File: src/rtl/ppg_pkg.sv
// Shared definitions for the PPG SpO2 calculator: compute FSM states,
// mapping defaults, fixed-point widths and the ratio saturation helper.
package ppg_pkg;

  // Compute FSM states
  typedef enum logic [2:0] {
    ST_IDLE,
    ST_MULT,
    ST_DIV,
    ST_MAP,
    ST_OUT,
    ST_ERR
  } ppg_state_t;

  // Default window length and linear SpO2 mapping coefficients
  localparam int WIN_LEN_DEF = 100;
  localparam int SPO2_A_DEF  = 110;
  localparam int SPO2_B_DEF  = 25;
  localparam int SPO2_MAX    = 100;

  // Fixed-point and datapath widths
  localparam int Q8_FRAC = 8;
  localparam int SAMP_W  = 8;
  localparam int PROD_W  = 16;
  localparam int DIV_W   = 24;
  localparam int DEN_W   = 16;
  localparam int MAP_W   = 22;

  // Clamp the 24-bit quotient into the unsigned Q8.8 ratio output
  function automatic logic [PROD_W-1:0] sat_q8(input logic [DIV_W-1:0] q);
    if (|q[DIV_W-1:PROD_W]) begin
      sat_q8 = {PROD_W{1'b1}};
    end else begin
      sat_q8 = q[PROD_W-1:0];
    end
  endfunction

endpackage

File: src/rtl/ppg_seq_divider.sv
// Unsigned 24/16 restoring divider producing one quotient bit per cycle.
// Operands are captured on start; done pulses in the 24th cycle after start,
// and the final quotient is readable from the following cycle onward.
module ppg_seq_divider
  import ppg_pkg::*;
(
  input  logic             CLK,
  input  logic             rst_n,
  input  logic             i_start,
  input  logic             i_abort,
  input  logic [DIV_W-1:0] i_dividend,
  input  logic [DEN_W-1:0] i_divisor,
  output logic             o_busy,
  output logic             o_done,
  output logic [DIV_W-1:0] o_quotient
);

  localparam logic [4:0] CNT_INIT = 5'(DIV_W);

  logic [DIV_W-1:0] r_quo;
  logic [DEN_W-1:0] r_rem;
  logic [DEN_W-1:0] r_div;
  logic [4:0]       r_cnt;
  logic             r_busy;

  logic [DEN_W:0]   w_shift;
  logic             w_ge;
  logic [DEN_W-1:0] w_diff;

  // Partial remainder with the next dividend bit shifted in; it is always
  // below 2*divisor, so a 17-bit compare decides the quotient bit.
  assign w_shift = {r_rem, r_quo[DIV_W-1]};
  assign w_ge    = (w_shift >= {1'b0, r_div});
  assign w_diff  = w_shift[DEN_W-1:0] - r_div;

  // Load operands on start, then iterate one restoring step per cycle
  always_ff @(posedge CLK or negedge rst_n) begin
    if (!rst_n) begin
      r_quo  <= '0;
      r_rem  <= '0;
      r_div  <= '0;
      r_cnt  <= '0;
      r_busy <= 1'b0;
    end else if (i_abort) begin
      r_cnt  <= '0;
      r_busy <= 1'b0;
    end else if (i_start && !r_busy) begin
      r_quo  <= i_dividend;
      r_rem  <= '0;
      r_div  <= i_divisor;
      r_cnt  <= CNT_INIT;
      r_busy <= 1'b1;
    end else if (r_busy) begin
      r_rem <= w_ge ? w_diff : w_shift[DEN_W-1:0];
      r_quo <= {r_quo[DIV_W-2:0], w_ge};
      r_cnt <= r_cnt - 5'd1;
      if (r_cnt == 5'd1) begin
        r_busy <= 1'b0;
      end
    end
  end

  assign o_busy     = r_busy;
  assign o_done     = r_busy && (r_cnt == 5'd1) && !i_abort;
  assign o_quotient = r_quo;

endmodule

File: src/rtl/ppg_spo2_calc.sv
// SpO2 estimator: per-window RED/IR max/min tracking, AC/DC extraction,
// ratio-of-ratios in Q8.8 via a sequential divider, and linear mapping to
// a clamped SpO2 percentage.
module ppg_spo2_calc
  import ppg_pkg::*;
#(
  parameter int WIN_LEN = WIN_LEN_DEF,
  parameter int SPO2_A  = SPO2_A_DEF,
  parameter int SPO2_B  = SPO2_B_DEF
) (
  input  logic              CLK,
  input  logic              rst_n,
  input  logic              enable,
  input  logic              red_valid,
  input  logic [SAMP_W-1:0] red_sample,
  input  logic              ir_valid,
  input  logic [SAMP_W-1:0] ir_sample,
  output logic              spo2_valid,
  output logic [6:0]        spo2,
  output logic [15:0]       ratio_q8,
  output logic              spo2_err,
  output logic              overrun
);

  localparam logic [SAMP_W-1:0] WIN_CNT = SAMP_W'(WIN_LEN);

  // Channel index 0 = RED, 1 = IR
  logic [1:0]             w_valid;
  logic [1:0][SAMP_W-1:0] w_sample;
  logic [1:0]             w_full;
  logic [1:0][SAMP_W-1:0] w_ac;
  logic [1:0][SAMP_W-1:0] w_dc;
  logic                   w_close;

  assign w_valid  = {ir_valid, red_valid};
  assign w_sample = {ir_sample, red_sample};
  assign w_close  = enable && (&w_full);

  for (genvar gi = 0; gi < 2; gi++) begin : g_chan
    logic [SAMP_W-1:0] r_max;
    logic [SAMP_W-1:0] r_min;
    logic [SAMP_W-1:0] r_cnt;

    // Track window extremes; a full channel waits for its partner to fill
    always_ff @(posedge CLK or negedge rst_n) begin
      if (!rst_n) begin
        r_max <= '0;
        r_min <= '1;
        r_cnt <= '0;
      end else if (!enable || w_close) begin
        r_max <= '0;
        r_min <= '1;
        r_cnt <= '0;
      end else if (w_valid[gi] && (r_cnt != WIN_CNT)) begin
        r_cnt <= r_cnt + 8'd1;
        if (w_sample[gi] > r_max) begin
          r_max <= w_sample[gi];
        end
        if (w_sample[gi] < r_min) begin
          r_min <= w_sample[gi];
        end
      end
    end

    assign w_full[gi] = (r_cnt == WIN_CNT);
    assign w_ac[gi]   = r_max - r_min;
    assign w_dc[gi]   = SAMP_W'(({1'b0, r_max} + {1'b0, r_min}) >> 1);
  end

  // Compute-side state
  ppg_state_t             r_state;
  logic [1:0][SAMP_W-1:0] r_ac;
  logic [1:0][SAMP_W-1:0] r_dc;
  logic                   r_spo2_valid;
  logic [6:0]             r_spo2;
  logic [15:0]            r_ratio_q8;
  logic                   r_spo2_err;
  logic                   r_overrun;

  // Ratio-of-ratios operands: num = ACr*DCir, den = ACir*DCr
  logic [PROD_W-1:0] w_num;
  logic [PROD_W-1:0] w_den;
  logic [DIV_W-1:0]  w_dividend;

  assign w_num      = {8'd0, r_ac[0]} * {8'd0, r_dc[1]};
  assign w_den      = {8'd0, r_ac[1]} * {8'd0, r_dc[0]};
  assign w_dividend = DIV_W'(w_num) << Q8_FRAC;

  // Divider is launched from MULT so its 24 iterations fill the DIV state
  logic             w_div_start;
  logic             w_div_abort;
  logic             w_div_busy;
  logic             w_div_done;
  logic [DIV_W-1:0] w_div_quo;

  assign w_div_start = enable && (r_state == ST_MULT) && (w_den != '0) && !w_div_busy;
  assign w_div_abort = !enable;

  ppg_seq_divider u_div (
    .CLK        (CLK),
    .rst_n      (rst_n),
    .i_start    (w_div_start),
    .i_abort    (w_div_abort),
    .i_dividend (w_dividend),
    .i_divisor  (w_den),
    .o_busy     (w_div_busy),
    .o_done     (w_div_done),
    .o_quotient (w_div_quo)
  );

  // Linear map: spo2 = A - ((B * R) >> 8), evaluated signed then clamped
  logic [15:0]             w_ratio_sat;
  logic [MAP_W-1:0]        w_prod;
  logic [MAP_W-1:0]        w_scaled;
  logic signed [MAP_W-1:0] w_spo2_s;
  logic [6:0]              w_spo2_map;

  assign w_ratio_sat = sat_q8(w_div_quo);
  assign w_prod      = MAP_W'(SPO2_B) * {6'd0, w_ratio_sat};
  assign w_scaled    = w_prod >> Q8_FRAC;
  assign w_spo2_s    = $signed(MAP_W'(SPO2_A)) - $signed(w_scaled);

  // Clamp the mapped percentage into 0..100
  always_comb begin
    w_spo2_map = '0;
    if (w_spo2_s < 0) begin
      w_spo2_map = '0;
    end else if (w_spo2_s > $signed(MAP_W'(SPO2_MAX))) begin
      w_spo2_map = 7'(SPO2_MAX);
    end else begin
      w_spo2_map = w_spo2_s[6:0];
    end
  end

  // Compute FSM with registered result/strobe outputs and sticky overrun
  always_ff @(posedge CLK or negedge rst_n) begin
    if (!rst_n) begin
      r_state      <= ST_IDLE;
      r_ac         <= '0;
      r_dc         <= '0;
      r_spo2_valid <= 1'b0;
      r_spo2       <= '0;
      r_ratio_q8   <= '0;
      r_spo2_err   <= 1'b0;
      r_overrun    <= 1'b0;
    end else begin
      r_spo2_valid <= 1'b0;
      r_spo2_err   <= 1'b0;
      if (!enable) begin
        r_state <= ST_IDLE;
      end else begin
        case (r_state)
          ST_IDLE: begin
            if (w_close) begin
              r_ac    <= w_ac;
              r_dc    <= w_dc;
              r_state <= ST_MULT;
            end
          end
          ST_MULT: begin
            if (w_den == '0) begin
              r_spo2_err <= 1'b1;
              r_state    <= ST_ERR;
            end else begin
              r_state <= ST_DIV;
            end
          end
          ST_DIV: begin
            if (w_div_done) begin
              r_state <= ST_MAP;
            end
          end
          ST_MAP: begin
            r_ratio_q8   <= w_ratio_sat;
            r_spo2       <= w_spo2_map;
            r_spo2_valid <= 1'b1;
            r_state      <= ST_OUT;
          end
          ST_OUT:  r_state <= ST_IDLE;
          ST_ERR:  r_state <= ST_IDLE;
          default: r_state <= ST_IDLE;
        endcase
        // A window finishing while a result is still in flight is dropped
        if (w_close && (r_state != ST_IDLE)) begin
          r_overrun <= 1'b1;
        end
      end
    end
  end

  assign spo2_valid = r_spo2_valid;
  assign spo2       = r_spo2;
  assign ratio_q8   = r_ratio_q8;
  assign spo2_err   = r_spo2_err;
  assign overrun    = r_overrun;

endmodule

File: config.mk
export PLATFORM = sky130hd
export DESIGN_NAME = ppg_spo2_calc
export DESIGN_NICKNAME = d
export VERILOG_FILES = /design/src/rtl/ppg_pkg.sv /design/src/rtl/ppg_seq_divider.sv /design/src/rtl/ppg_spo2_calc.sv
export SDC_FILE = /design/constraint.sdc
export NUM_CORES = 1
export LEC_CHECK = 0
export ABC_CLOCK_PERIOD_IN_PS = 6000
export BUFFER_PORTS_ARGS = -buffer_cell sky130_fd_sc_hd__buf_2
export CORE_MARGIN = 4
export CORE_UTILIZATION = 66
export CTS_BUF_LIST = sky130_fd_sc_hd__clkbuf_8
export DETAILED_ROUTE_END_ITERATION = 10
export HOLD_SLACK_MARGIN = 0.05
export PLACE_DENSITY_LB_ADDON = 0.2
export SYNTH_ARGS = -nofsm -noshare
export SYNTH_HDL_FRONTEND = slang
export SYNTH_SLANG_ARGS = --single-unit
File: constraint.sdc
create_clock -name CLK -period 6 [get_ports CLK]
set_input_delay 0.9 -clock CLK [delete_from_list [all_inputs] [get_ports CLK]]
set_output_delay 0.9 -clock CLK [all_outputs]
set_load 0.02 [all_outputs]
==> results.txt, run 1 <==
----------------------------------------------------
[Global route]
  Global-route track usage on met2 ... 0.433
  Initial antenna violation count ... 1
  Met3 demand-to-capacity share in global routing ... 0.0344
  Largest net degree at the start of global routing ... 65
  Global-route wire length before repair ... 55,900 um
  Global router's overall resource usage ... 0.253
  Most utilized layer in the global route result ... met2
  Global Route met1 Usage ... 0.337
  Remaining Overflow, GRT ... 0
  Number of global-route vias before repair ... 12,039

[Timing]
  Number of pins with negative max-slew slack in the final report ... 0
  Minimum clock period ... 5.74 ns
  Final-layout worst hold slack ... 0.359 ns
  Skew final ... 0.0235 ns
  Number of hold violations in the final report ... 0
  Achievable Freq ... 174 MHz
  RSZ-0062 raised after global routing ... false
  Headroom to the max-slew limit ... 0.198
  Final setup fails ... 0
  Setup TNS ... 0 ns
  Ratio of final minimum period to clock period ... 0.956
  Measured slew at the worst slew-check pin ... 1.20 ns

[Worst setup path]
  Endpoint type of the worst setup path ... flop
  Worst setup path category ... reg2reg
  R2R setup slack ... 0.26 ns
  Max Fanout on Critical Path ... 9
  Worst reg2reg path depth ... 20
  WP data arrival ... 6.09 ns
  Setup crit start kind ... flop
  Critical register-to-register path endpoint ... u_div.o_quotient[19]$_DFFE_PN0P_
  RR Startpoint ... r_ac[9]$_DFFE_PN0P_
  WP data required ... between 6 and 7 ns

[Route]
  Vias per cell ... 5.72
  Drt first-iter violations ... 843
  Drc violations ... 0
  Detailed-route via count ... 12,022
  Detailed Routing Iterations Pass 1 ... 6
  Antenna violation net count after detailed routing ... 0
  Total routed wirelength ... 32,300 um
  WL/cell ... between 15 and 20 um

[Synth]
  Main area contributors after synthesis ... sky130_fd_sc_hd__dfrtp_1 (25%), sky130_fd_sc_hd__ha_1 (17%), sky130_fd_sc_hd__fa_1 (11%), sky130_fd_sc_hd__inv_1 (5.1%), sky130_fd_sc_hd__nand2_1 (3.9%)
  Library cell with the largest summed area after synthesis ... sky130_fd_sc_hd__dfrtp_1
  Average cell area after synthesis ... between 9 and 10 um2
  Post-Syn Instances ... 1,743
  Number of enable flip-flop cells after synthesis ... 0
  Area share of the largest cell type after synthesis ... 0.246
  Post-Synthesis Cell Area ... 15,800 um2
  Count leader, synth ... sky130_fd_sc_hd__inv_1
  Yosys warns ... 0
  Async set or reset register ratio after synthesis ... 1.00
  Post-synthesis sequential element count ... 171
  Number of nets in the synthesized netlist ... 2,057
  Count of unique library cells instantiated by Yosys ... 77
  Top_reg_cell synth ... sky130_fd_sc_hd__dfrtp_1
  Top cells by count, synth ... sky130_fd_sc_hd__inv_1 (215), sky130_fd_sc_hd__ha_1 (209), sky130_fd_sc_hd__nand2_1 (162)
  Sequential-to-total area share from yosys stat ... 0.272

[CTS]
  Insertion delay to the later sink of the worst-skew pair ... roughly 0.48 ns
  Clock transition at the registers of the reported paths ... roughly 0.11 ns
  CTS Hold Buffers Added ... 0
  CTS tree ... yes
  Sinks on Clock Net ... 171
  Cell at the root of the clock tree ... sky130_fd_sc_hd__clkbuf_8
  Clock buffers created by TritonCTS ... 17
  Maximum buffer depth of the clock tree ... 2
  H-tree level count ... 4

[Hold path]
  Worst Hold Class ... in2async

[Placed design]
  Cell Area, Placed ... 16,300 um2
  IO buf count ... 46
  Routability congestion estimate from global placement ... 0.903
  HPWL after detailed placement ... 25,200 um

[Floorplanning]
  Core footprint ... 23,500 um2
  Starting Density ... 0.672
  Die Height ... roughly 160 um
  Total die area ... 26,400 um2
  Die W ... between 150 and 200 um
  Num ports ... 47
  Number of standard-cell rows in the floorplan ... between 50 and 60

[Finish]
  Total number of nets in the final design ... 2,082
  Filler cell count in the final layout ... 1,830
  Ratio of cells with drive above 1 in the final layout ... 0.0983
  Number of diodes added for antenna fixing ... 0
  Final standard cell utilization of the core ... 0.716
  Final Instance Area ... 16,800 um2
  Area delta synth->final ... 6.47%

[Status]
  Outcome ... completed

[Power and ir drop]
  Maximum VDD drop ... 191 uV
  Total leakage power ... between 8 and 9 nW
  Power Total ... about 3.5 mW
  Total power divided by cell area ... 207 nW/um2

[Job]
  MaxCap Viol Count ... 0

----------------------------------------------------
-- placed cells by master (no fill, tap or decap), drive strengths merged, types with 12 or more instances in the layout --
cell type	n
inv	225
ha	209
nand2	162
dfrtp	155
nor2	130
o21ai	104
fa	84
and2	70
a21oi	70
buf	65
xnor2	54
mux2i	53
a21o	33
nor3	31
xor2	26
nand3	22
nor2b	22
nand2b	18
or2	18
clkbuf	17
dfstp	16
nand4	15
a22o	12
-- through the flow --
stage	cells	worst slack, ns
finish	2100	0.262
global route	2100	0.000188
CTS	2095	0.155
detailed placement	2063	0.165
global placement	2063	0.286
floorplan	1743	0.581
-- sequential cells by signal, indices dropped and copies added, names as in the netlist --
| name | cells |
|---|---|
| u_div.o_quotient | 24 |
| g_chan.r_cnt | 16 |
| g_chan.r_max | 16 |
| g_chan.r_min | 16 |
| r_ac | 16 |
| r_dc | 16 |
| ratio_q8 | 16 |
| u_div.r_div | 16 |
| u_div.r_rem | 16 |
| spo2 | 7 |
| u_div.r_cnt | 5 |
| r_state | 3 |
| overrun | 1 |
| spo2_err | 1 |
| spo2_valid | 1 |
| u_div.o_busy | 1 |
-- layout make-up --
class / count / area [um2] / share of cell area
Inverter: 216 / 811 / 0.0483
Multi-Input combinational cell: 1297 / 10500 / 0.625
Tap cell: 319 / 399 / 0.0238
Clock inverter: 15 / 175 / 0.0104
Clock buffer: 17 / 234 / 0.0139
Sequential cell: 171 / 4300 / 0.256
Timing Repair Buffer: 65 / 379 / 0.0226
-- layer usage --
metal  vias to the layer above  routed length (um)  part of all wire
met5                         -                  14           0.00043
met2                       247               15800              0.49
met1                      5782               14500              0.45
met4                         2                 710             0.022
met3                        53                1240             0.038
li1                       5938                   -                 -
-- report_power, final --
part	internal, mW	total, mW	leakage [nW]	switching (mW)
Sequential	1.19	1.24	2.14	0.0483
Combinational	0.587	1.38	6.12	0.793
Clock	0.353	0.860	0.201	0.506
Total	2.13	3.48	8.46	1.35
-- worst max-delay path by stage --
| stage | from | slack [ns] | cells past startpoint | to |
|---|---|---|---|---|
| 5_1_grt | r_dc[4]$_DFFE_PN0P_ | 0.0002 | 20 | u_div.o_quotient[14]$_DFFE_PN0P_ |
| 6_report | r_ac[9]$_DFFE_PN0P_ | 0.26 | 20 | u_div.o_quotient[19]$_DFFE_PN0P_ |
| 2_1_floorplan | r_dc[7]$_DFFE_PN0P_ | 0.58 | 18 | u_div.o_quotient[10]$_DFFE_PN0P_ |
| 3_5_place_dp | r_ac[9]$_DFFE_PN0P_ | 0.16 | 17 | u_div.r_div[5]$_DFFE_PN0P_ |
| 3_3_place_gp | r_ac[9]$_DFFE_PN0P_ | 0.29 | 17 | u_div.r_div[4]$_DFFE_PN0P_ |
| 4_1_cts | r_ac[9]$_DFFE_PN0P_ | 0.15 | 17 | u_div.r_div[5]$_DFFE_PN0P_ |
-- kinds of logic (layout without fill, tap and decap cells) --
kind of cell             Yosys count  in the layout  share of synthesized area
buffers and inverters            275            313                     0.0660
AND/OR/NAND/NOR                  523            523                      0.161
flip-flops                       171            171                      0.272
adder cells (fa/ha/maj)          293            293                      0.272
AO/OA/AOI/OAI                    340            340                      0.145
multiplexers                      61             61                     0.0393
XOR/XNOR                          80             80                     0.0444
-- repair_timing --
| item | CTS | global route |
|---|---|---|
| resized for setup | 0 | 13 |
| buffers inserted | 0 | 5 |
| setup endpoints to repair | 0 | 63 |
-- critical path, stage by stage (launching register included) --
cell,delay (ns)
sky130_fd_sc_hd__dfrtp_2,0.48
sky130_fd_sc_hd__and2_1,0.20
sky130_fd_sc_hd__fa_1,0.46
sky130_fd_sc_hd__fa_1,0.54
sky130_fd_sc_hd__inv_1,0.05
sky130_fd_sc_hd__fa_1,0.46
sky130_fd_sc_hd__fa_1,0.54
sky130_fd_sc_hd__inv_1,0.04
sky130_fd_sc_hd__ha_1,0.34
sky130_fd_sc_hd__o21a_1,0.14
sky130_fd_sc_hd__o31a_1,0.21
sky130_fd_sc_hd__a21oi_1,0.09
sky130_fd_sc_hd__or3_1,0.35
sky130_fd_sc_hd__or3_1,0.43
sky130_fd_sc_hd__nor4_4,0.34
sky130_fd_sc_hd__buf_4,0.19
sky130_fd_sc_hd__a311oi_4,0.14
sky130_fd_sc_hd__buf_4,0.21
sky130_fd_sc_hd__buf_4,0.15
sky130_fd_sc_hd__a22oi_2,0.16
sky130_fd_sc_hd__o21ai_0,0.11
Power figures use the tool's default switching activity.
==> inputs of run 2 (changes only) <==
Settings changed: CELL_PAD_IN_SITES_DETAIL_PLACEMENT from default to 0, CELL_PAD_IN_SITES_GLOBAL_PLACEMENT from default to 1, CORE_UTILIZATION 66 to 51.
==> run 2 against run 1 <==
Utilization shrank 16 points; clock skew shrank 0.0064 ns; cell count increased by 3.7%; non-clock buffer count grew 1; clock power is 9.5% higher; combinational power is essentially flat; global-route usage is 4.6 points lower; via count is 2.0% lower; fmax down 0.17%; critical path type unchanged; highest routed layer unchanged.
==> results.txt, run 2 (synthesis gave the netlist of run 1 again) <==
----------------------------------------------------
[CTS]
  Cell at the root of the clock tree ... sky130_fd_sc_hd__clkbuf_8
  Maximum buffer depth of the clock tree ... 2 (unchanged)
  Clock transition at the registers of the reported paths ... 0.10 ns (about the same)
  Clock buffers created by TritonCTS ... 17 (unchanged)
  Insertion delay to the later sink of the worst-skew pair ... 0.49 ns (about the same)
  CTS tree ... yes
  Sinks on Clock Net ... 171 (unchanged)
  CTS Hold Buffers Added ... 0 (unchanged)
  H-tree level count ... 4 (unchanged)

[Worst setup path]
  Start point of the critical path ... r_ac[9]$_DFFE_PN0P_
  Max Fanout on Critical Path ... 23 (+14)
  Critical register-to-register path endpoint ... u_div.o_quotient[15]$_DFFE_PN0P_
  Worst reg2reg path depth ... 18 (-10%)
  Worst setup path category ... reg2reg
  WP data required ... 6.38 ns (+0.03 ns)
  Setup crit start kind ... flop
  Capturing instance or port of the critical path ... u_div.o_quotient[15]$_DFFE_PN0P_
  R2R setup slack ... 0.25 ns (about the same)
  Endpoint type of the worst setup path ... flop
  WP data arrival ... 6.13 ns (+0.04 ns)
  RR Startpoint ... r_ac[9]$_DFFE_PN0P_

[Route]
  Antenna violation net count after detailed routing ... 0 (unchanged)
  WL/cell ... 15.1 um (-2.0%)
  Drt first-iter violations ... 602 (-29%)
  Vias per cell ... 5.41 (-5.4%)
  Detailed-route via count ... 11,787 (-2.0%)
  Detailed Routing Iterations Pass 1 ... 5 (-1)
  Drc violations ... 0 (unchanged)
  Total routed wirelength ... 32,800 um (+1.5%)

[Timing]
  Achievable Freq ... 174 MHz (-0.17%)
  Number of hold violations in the final report ... 0 (unchanged)
  Ratio of final minimum period to clock period ... 0.958 (+0.00164)
  RSZ-0062 raised after global routing ... false
  Setup TNS ... 0 ns (unchanged)
  Final setup fails ... 0 (unchanged)
  Measured slew at the worst slew-check pin ... 1.07 ns (-0.128 ns)
  Minimum clock period ... 5.75 ns (+0.00986 ns)
  Number of pins with negative max-slew slack in the final report ... 0 (unchanged)
  Final worst setup slack ... 0.252 ns (-0.00986 ns)
  Skew final ... 0.0172 ns (-0.00635 ns)
  Headroom to the max-slew limit ... 0.286 (+0.0881)

[Placed design]
  Routability congestion estimate from global placement ... 0.849 (-6.0%)
  HPWL after detailed placement ... 26,000 um (+3.2%)
  Worst slack at placement ... 0.0359 ns (-0.129 ns)
  IO buf count ... 46 (unchanged)

[Global route]
  Remaining Overflow, GRT ... 0 (unchanged)
  Global-route wire length before repair ... 58,400 um (+4.6%)
  Number of global-route vias before repair ... 11,943 (-0.80%)
  Global router's overall resource usage ... 0.207 (-0.0455)
  Largest net degree at the start of global routing ... 68 (+4.6%)
  Initial antenna violation count ... 1 (unchanged)

[Floorplanning]
  Starting Density ... 0.516 (-0.156)
  Total die area ... 33,800 um2 (+28%)
  Die W ... 184 um (+13%)
  Die Height ... 184 um (+13%)
  Core footprint ... 30,600 um2 (+30%)
  Number of standard-cell rows in the floorplan ... 64 (+14%)
  Num ports ... 47 (unchanged)

[Finish]
  Ratio of cells with drive above 1 in the final layout ... 0.0977 (-0.000561)
  Total number of nets in the final design ... 2,083 (+0.048%)
  Commonest cells after routing, fill and taps aside ... sky130_fd_sc_hd__inv_1 (215), sky130_fd_sc_hd__ha_1 (209), sky130_fd_sc_hd__nand2_1 (160)
  Most common library cell in the layout ignoring fill and taps ... sky130_fd_sc_hd__inv_1
  Largest register FFs ... 24 (unchanged)
  Area delta synth->final ... 7.33%
  Number of diodes added for antenna fixing ... 0 (unchanged)

[Power and ir drop]
  Maximum VDD drop ... 178 uV (-6.7%)
  Total leakage power ... 8.50 nW (+0.47%)
  Total power divided by cell area ... 209 nW/um2 (+1.1%)

[Hold path]
  Worst Hold Class ... in2async

[Job]
  MaxCap Viol Count ... 0 (unchanged)

[Status]
  Outcome ... completed

----------------------------------------------------
## run 2: routing by layer
metal,GRT usage,wire (um),up-vias
met3,0.0255,698,30
met4,0.0521,500,2
met2,0.352,15800,144
li1,-,-,5930
met1,0.282,15800,5681
met5,0,13,-
## run 2: stage by stage
step                      hold slack (ns)  total power, mW  std cells  utilization  cell area (um2)
after global routing                0.314             3.84       2177        0.554            16900
after global placement              0.456             2.60       2141        0.537            16400
after floorplan                     0.474             2.28       1743            -            15800
final                               0.306             3.54       2177        0.554            16900
after detailed placement            0.458             2.62       2141        0.537            16400
after CTS                           0.285             3.59       2175        0.552            16900
## run 2: critical path, cell delays in order (launching register included)
cell and delay (ns):
sky130_fd_sc_hd__dfrtp_2 0.47, sky130_fd_sc_hd__and2_1 0.19, sky130_fd_sc_hd__fa_1 0.45, sky130_fd_sc_hd__fa_1 0.54, sky130_fd_sc_hd__inv_1 0.04, sky130_fd_sc_hd__fa_1 0.47
sky130_fd_sc_hd__fa_1 0.54, sky130_fd_sc_hd__inv_1 0.04, sky130_fd_sc_hd__ha_1 0.34, sky130_fd_sc_hd__o21a_1 0.19, sky130_fd_sc_hd__o31a_1 0.14, sky130_fd_sc_hd__o21ai_0 0.33
sky130_fd_sc_hd__a21oi_1 0.19, sky130_fd_sc_hd__o311ai_1 0.48, sky130_fd_sc_hd__nor2_1 0.20, sky130_fd_sc_hd__a31oi_1 0.32, sky130_fd_sc_hd__nor2_2 0.06, sky130_fd_sc_hd__buf_4 0.25
sky130_fd_sc_hd__a221o_1 0.37
## run 2: what timing repair did
action / 4_1_cts / 5_1_grt
setup buffers: 3 / 2
pin swaps: 1 / 1
gates resized for setup: 0 / 12
setup endpoints to repair: 1 / 22
## run 2: worst min-delay path by stage
stage | to | slack, ns | startpoint | cells past startpoint
final | u_div.r_rem[8]$_DFFE_PN0P_ | 0.31 | rst_n | 1
after global routing | u_div.r_rem[8]$_DFFE_PN0P_ | 0.31 | rst_n | 1
after CTS | u_div.r_rem[8]$_DFFE_PN0P_ | 0.28 | rst_n | 1
after detailed placement | spo2[0]$_DFFE_PN0P_ | 0.46 | spo2[0]$_DFFE_PN0P_ | 2
after global placement | spo2[1]$_DFFE_PN0P_ | 0.46 | spo2[1]$_DFFE_PN0P_ | 2
after floorplan | u_div.r_rem[15]$_DFFE_PN0P_ | 0.47 | u_div.r_rem[15]$_DFFE_PN0P_ | 1
## run 2: cell type report
type                    count  area [um2]
inverters                 216         811
repair buffers             66         387
fillers                  2864       13700
flip-flops and latches    171        4300
well taps                 396         495
multi-input cells        1297       10500
clock buffers              19         262
clock inverters            12         186
## run 2: power breakdown
group / switching (mW) / internal (mW)
clock network: 0.462 / 0.480
logic: 0.780 / 0.583
registers: 0.0485 / 1.19
==> inputs of run 3 (changes only) <==
Settings changed: SETUP_SLACK_MARGIN from default to 0.4.
==> run 3 against run 2 <==
Sequential power hardly changed; critical path depth is 2 higher; sequential share of layout area decreased by 0.43 points; final area up 1.9%; largest power group unchanged.
==> results.txt, run 3 (synthesis gave the netlist of run 1 again) <==
----------------------------------------------------
[Status]
  Outcome ... completed

[CTS]
  Clock transition at the registers of the reported paths ... 0.10 ns (about the same)
  Clock buffers created by TritonCTS ... 17 (unchanged)
  Cell at the root of the clock tree ... sky130_fd_sc_hd__clkbuf_8
  CTS tree ... yes
  Maximum buffer depth of the clock tree ... 2 (unchanged)
  Sinks on Clock Net ... 171 (unchanged)
  H-tree level count ... 4 (unchanged)
  Insertion delay to the later sink of the worst-skew pair ... 0.49 ns (about the same)
  CTS Hold Buffers Added ... 0 (unchanged)

[Placed design]
  HPWL after detailed placement ... 26,000 um (unchanged)
  Total placed cells including tap cells ... 2,141 (unchanged)
  Routability congestion estimate from global placement ... 0.849 (unchanged)
  IO buf count ... 46 (unchanged)

[Floorplanning]
  Num ports ... 47 (unchanged)
  Total die area ... 33,800 um2 (unchanged)
  Core footprint ... 30,600 um2 (unchanged)
  Die Height ... 184 um (unchanged)
  Starting Density ... 0.516 (unchanged)
  Number of standard-cell rows in the floorplan ... 64 (unchanged)
  Die W ... 184 um (unchanged)

[Power and ir drop]
  Maximum VDD drop ... 178 uV (about the same)
  Power share of the combinational group ... 0.400 (+0.015)
  Total leakage power ... 8.63 nW (+1.5%)
  Int Pwr ... 2.31 mW (+2.6%)
  Power Total ... 3.63 mW (+2.6%)
  Part of the total power dissipated in sequential elements ... 0.340 (-0.009)
  Net switching share of the total power ... 0.364 (about the same)
  Total power divided by cell area ... 211 nW/um2 (+0.68%)
  Switching Power ... 1.32 mW (+2.6%)
  Power share of the clock group ... 0.260 (-0.006)

[Route]
  Antenna violation net count after detailed routing ... 0 (unchanged)
  Vias per cell ... 5.40 (-0.26%)
  Drt first-iter violations ... 567 (-5.8%)
  Total routed wirelength ... 33,400 um (+1.6%)
  WL/cell ... 15.2 um (+0.46%)
  Detailed Routing Iterations Pass 1 ... 5 (unchanged)
  Detailed-route via count ... 11,891 (+0.88%)
  Drc violations ... 0 (unchanged)

[Worst setup path]
  Max Fanout on Critical Path ... 6 (-74%)
  Critical register-to-register path endpoint ... u_div.o_quotient[14]$_DFFE_PN0P_
  Worst reg2reg path depth ... 20 (+2)
  Setup crit start kind ... flop
  RR Startpoint ... r_dc[2]$_DFFE_PN0P_
  WP data arrival ... 5.80 ns (-0.33 ns)
  WP data required ... 6.37 ns (about the same)
  R2R setup slack ... 0.57 ns (+0.32 ns)
  Worst setup path category ... reg2reg
  Endpoint type of the worst setup path ... flop

[Global route]
  Largest net degree at the start of global routing ... 68 (unchanged)
  Remaining Overflow, GRT ... 0 (unchanged)
  Global-route wire length before repair ... 58,500 um (+0.15%)
  Global router's overall resource usage ... 0.207 (+0.000302)
  Number of global-route vias before repair ... 11,990 (+0.39%)
  Initial antenna violation count ... 1 (unchanged)

[Finish]
  Ratio of cells with drive above 1 in the final layout ... 0.125 (+0.0274)
  Filler cell count in the final layout ... 2,828 (-1.3%)
  Largest register FFs ... 24 (unchanged)
  Total number of nets in the final design ... 2,108 (+1.2%)
  Most common library cell in the layout ignoring fill and taps ... sky130_fd_sc_hd__inv_1
  Commonest cells after routing, fill and taps aside ... sky130_fd_sc_hd__inv_1 (215), sky130_fd_sc_hd__ha_1 (204), sky130_fd_sc_hd__nand2_1 (159)
  Final standard cell utilization of the core ... 0.564 (+0.0106)
  Number of diodes added for antenna fixing ... 0 (unchanged)
  Final std cells w/o fill ... 2,202 (+1.1%)
  Area delta synth->final ... 9.38%

[Timing]
  Ratio of final minimum period to clock period ... 0.905 (-0.0529)
  Number of pins with negative max-slew slack in the final report ... 0 (unchanged)
  Setup TNS ... 0 ns (unchanged)
  Number of hold violations in the final report ... 0 (unchanged)
  Measured slew at the worst slew-check pin ... 1.06 ns (-0.0131 ns)
  Minimum clock period ... 5.43 ns (-0.317 ns)
  Skew final ... 0.0166 ns (-0.000559 ns)
  Final setup fails ... 0 (unchanged)
  Headroom to the max-slew limit ... 0.295 (+0.00874)
  Achievable Freq ... 184 MHz (+5.8%)
  RSZ-0062 raised after global routing ... true

[Job]
  MaxCap Viol Count ... 0 (unchanged)

[Hold path]
  Worst Hold Class ... in2async

----------------------------------------------------
==> run 3: cell count changes in the layout (fill, tap and decap cells not counted), moves of 3 or more <==
cell / before / now
sky130_fd_sc_hd__ha_4: 0 / 3
sky130_fd_sc_hd__dfrtp_1: 151 / 144
sky130_fd_sc_hd__ha_1: 209 / 204
sky130_fd_sc_hd__dfrtp_2: 4 / 11
sky130_fd_sc_hd__buf_4: 20 / 42
==> run 3: repair_timing <==
action,in CTS,in global routing
setup endpoints to repair,61,67
gates cloned,0,1
buffers inserted,5,24
pin swaps,2,17
resized for setup,17,27
==> run 3: final cells by class <==
type	count	area, um2	share of cell area
well taps	396	495	0.0287
flip-flops and latches	171	4310	0.250
multi-input cells	1298	10600	0.615
clock inverters	12	186	0.0108
clock buffers	19	262	0.0152
inverters	216	811	0.0470
repair buffers	90	583	0.0338
==> run 3: critical path, cell delays in order (launching register included) <==
cell	delay, ns
sky130_fd_sc_hd__dfrtp_2	0.45
sky130_fd_sc_hd__and2_4	0.17
sky130_fd_sc_hd__fa_2	0.39
sky130_fd_sc_hd__fa_1	0.53
sky130_fd_sc_hd__inv_1	0.05
sky130_fd_sc_hd__fa_1	0.48
sky130_fd_sc_hd__fa_1	0.51
sky130_fd_sc_hd__inv_1	0.06
sky130_fd_sc_hd__ha_4	0.27
sky130_fd_sc_hd__o21a_1	0.12
sky130_fd_sc_hd__o31a_1	0.24
sky130_fd_sc_hd__a21oi_2	0.07
sky130_fd_sc_hd__or3_1	0.38
sky130_fd_sc_hd__or3_4	0.39
sky130_fd_sc_hd__nor4_4	0.35
sky130_fd_sc_hd__buf_4	0.18
sky130_fd_sc_hd__a311oi_4	0.10
sky130_fd_sc_hd__buf_6	0.17
sky130_fd_sc_hd__buf_4	0.15
sky130_fd_sc_hd__a22oi_1	0.13
sky130_fd_sc_hd__o21ai_0	0.11
==> run 3: through the flow <==
stage / area (um2) / hold WS, ns / worst slack (ns)
after floorplan: 15800 / 0.474 / 0.581
after global placement: 16400 / 0.456 / 0.0883
after detailed placement: 16400 / 0.458 / 0.0359
after CTS: 17000 / 0.284 / 0.414
after global routing: 17300 / 0.314 / 0.333
final: 17300 / 0.305 / 0.569
==> run 3: worst max-delay path by stage <==
stage / endpoint / cells past startpoint / slack (ns) / start
after floorplan: u_div.o_quotient[10]$_DFFE_PN0P_ / 18 / 0.58 / r_dc[7]$_DFFE_PN0P_
after global placement: u_div.r_div[5]$_DFFE_PN0P_ / 17 / 0.09 / r_ac[9]$_DFFE_PN0P_
after detailed placement: u_div.r_div[5]$_DFFE_PN0P_ / 17 / 0.04 / r_ac[9]$_DFFE_PN0P_
after CTS: u_div.o_quotient[19]$_DFFE_PN0P_ / 20 / 0.41 / r_ac[9]$_DFFE_PN0P_
after global routing: u_div.o_quotient[19]$_DFFE_PN0P_ / 20 / 0.33 / r_dc[4]$_DFFE_PN0P_
final: u_div.o_quotient[14]$_DFFE_PN0P_ / 20 / 0.57 / r_dc[2]$_DFFE_PN0P_
==> run 3: metal layers <==
| layer | share of wire | vias up | GRT usage |
|---|---|---|---|
| met5 | 0.00039 | - | 0 |
| met4 | 0.014 | 2 | 0.0521 |
| met3 | 0.025 | 28 | 0.0261 |
| met2 | 0.48 | 149 | 0.354 |
| met1 | 0.48 | 5729 | 0.282 |
| li1 | - | 5983 | - |
==> run 3: power by group through the flow <==
stage | Combinational [mW] | Sequential [mW] | Clock [mW]
6_report | 1.45 | 1.24 | 0.944
5_1_grt | 1.68 | 1.24 | 1.01
4_1_cts | 1.39 | 1.24 | 0.979
3_5_place_dp | 1.36 | 1.26 | 0
3_3_place_gp | 1.35 | 1.26 | 0
2_1_floorplan | 1.05 | 1.23 | 0
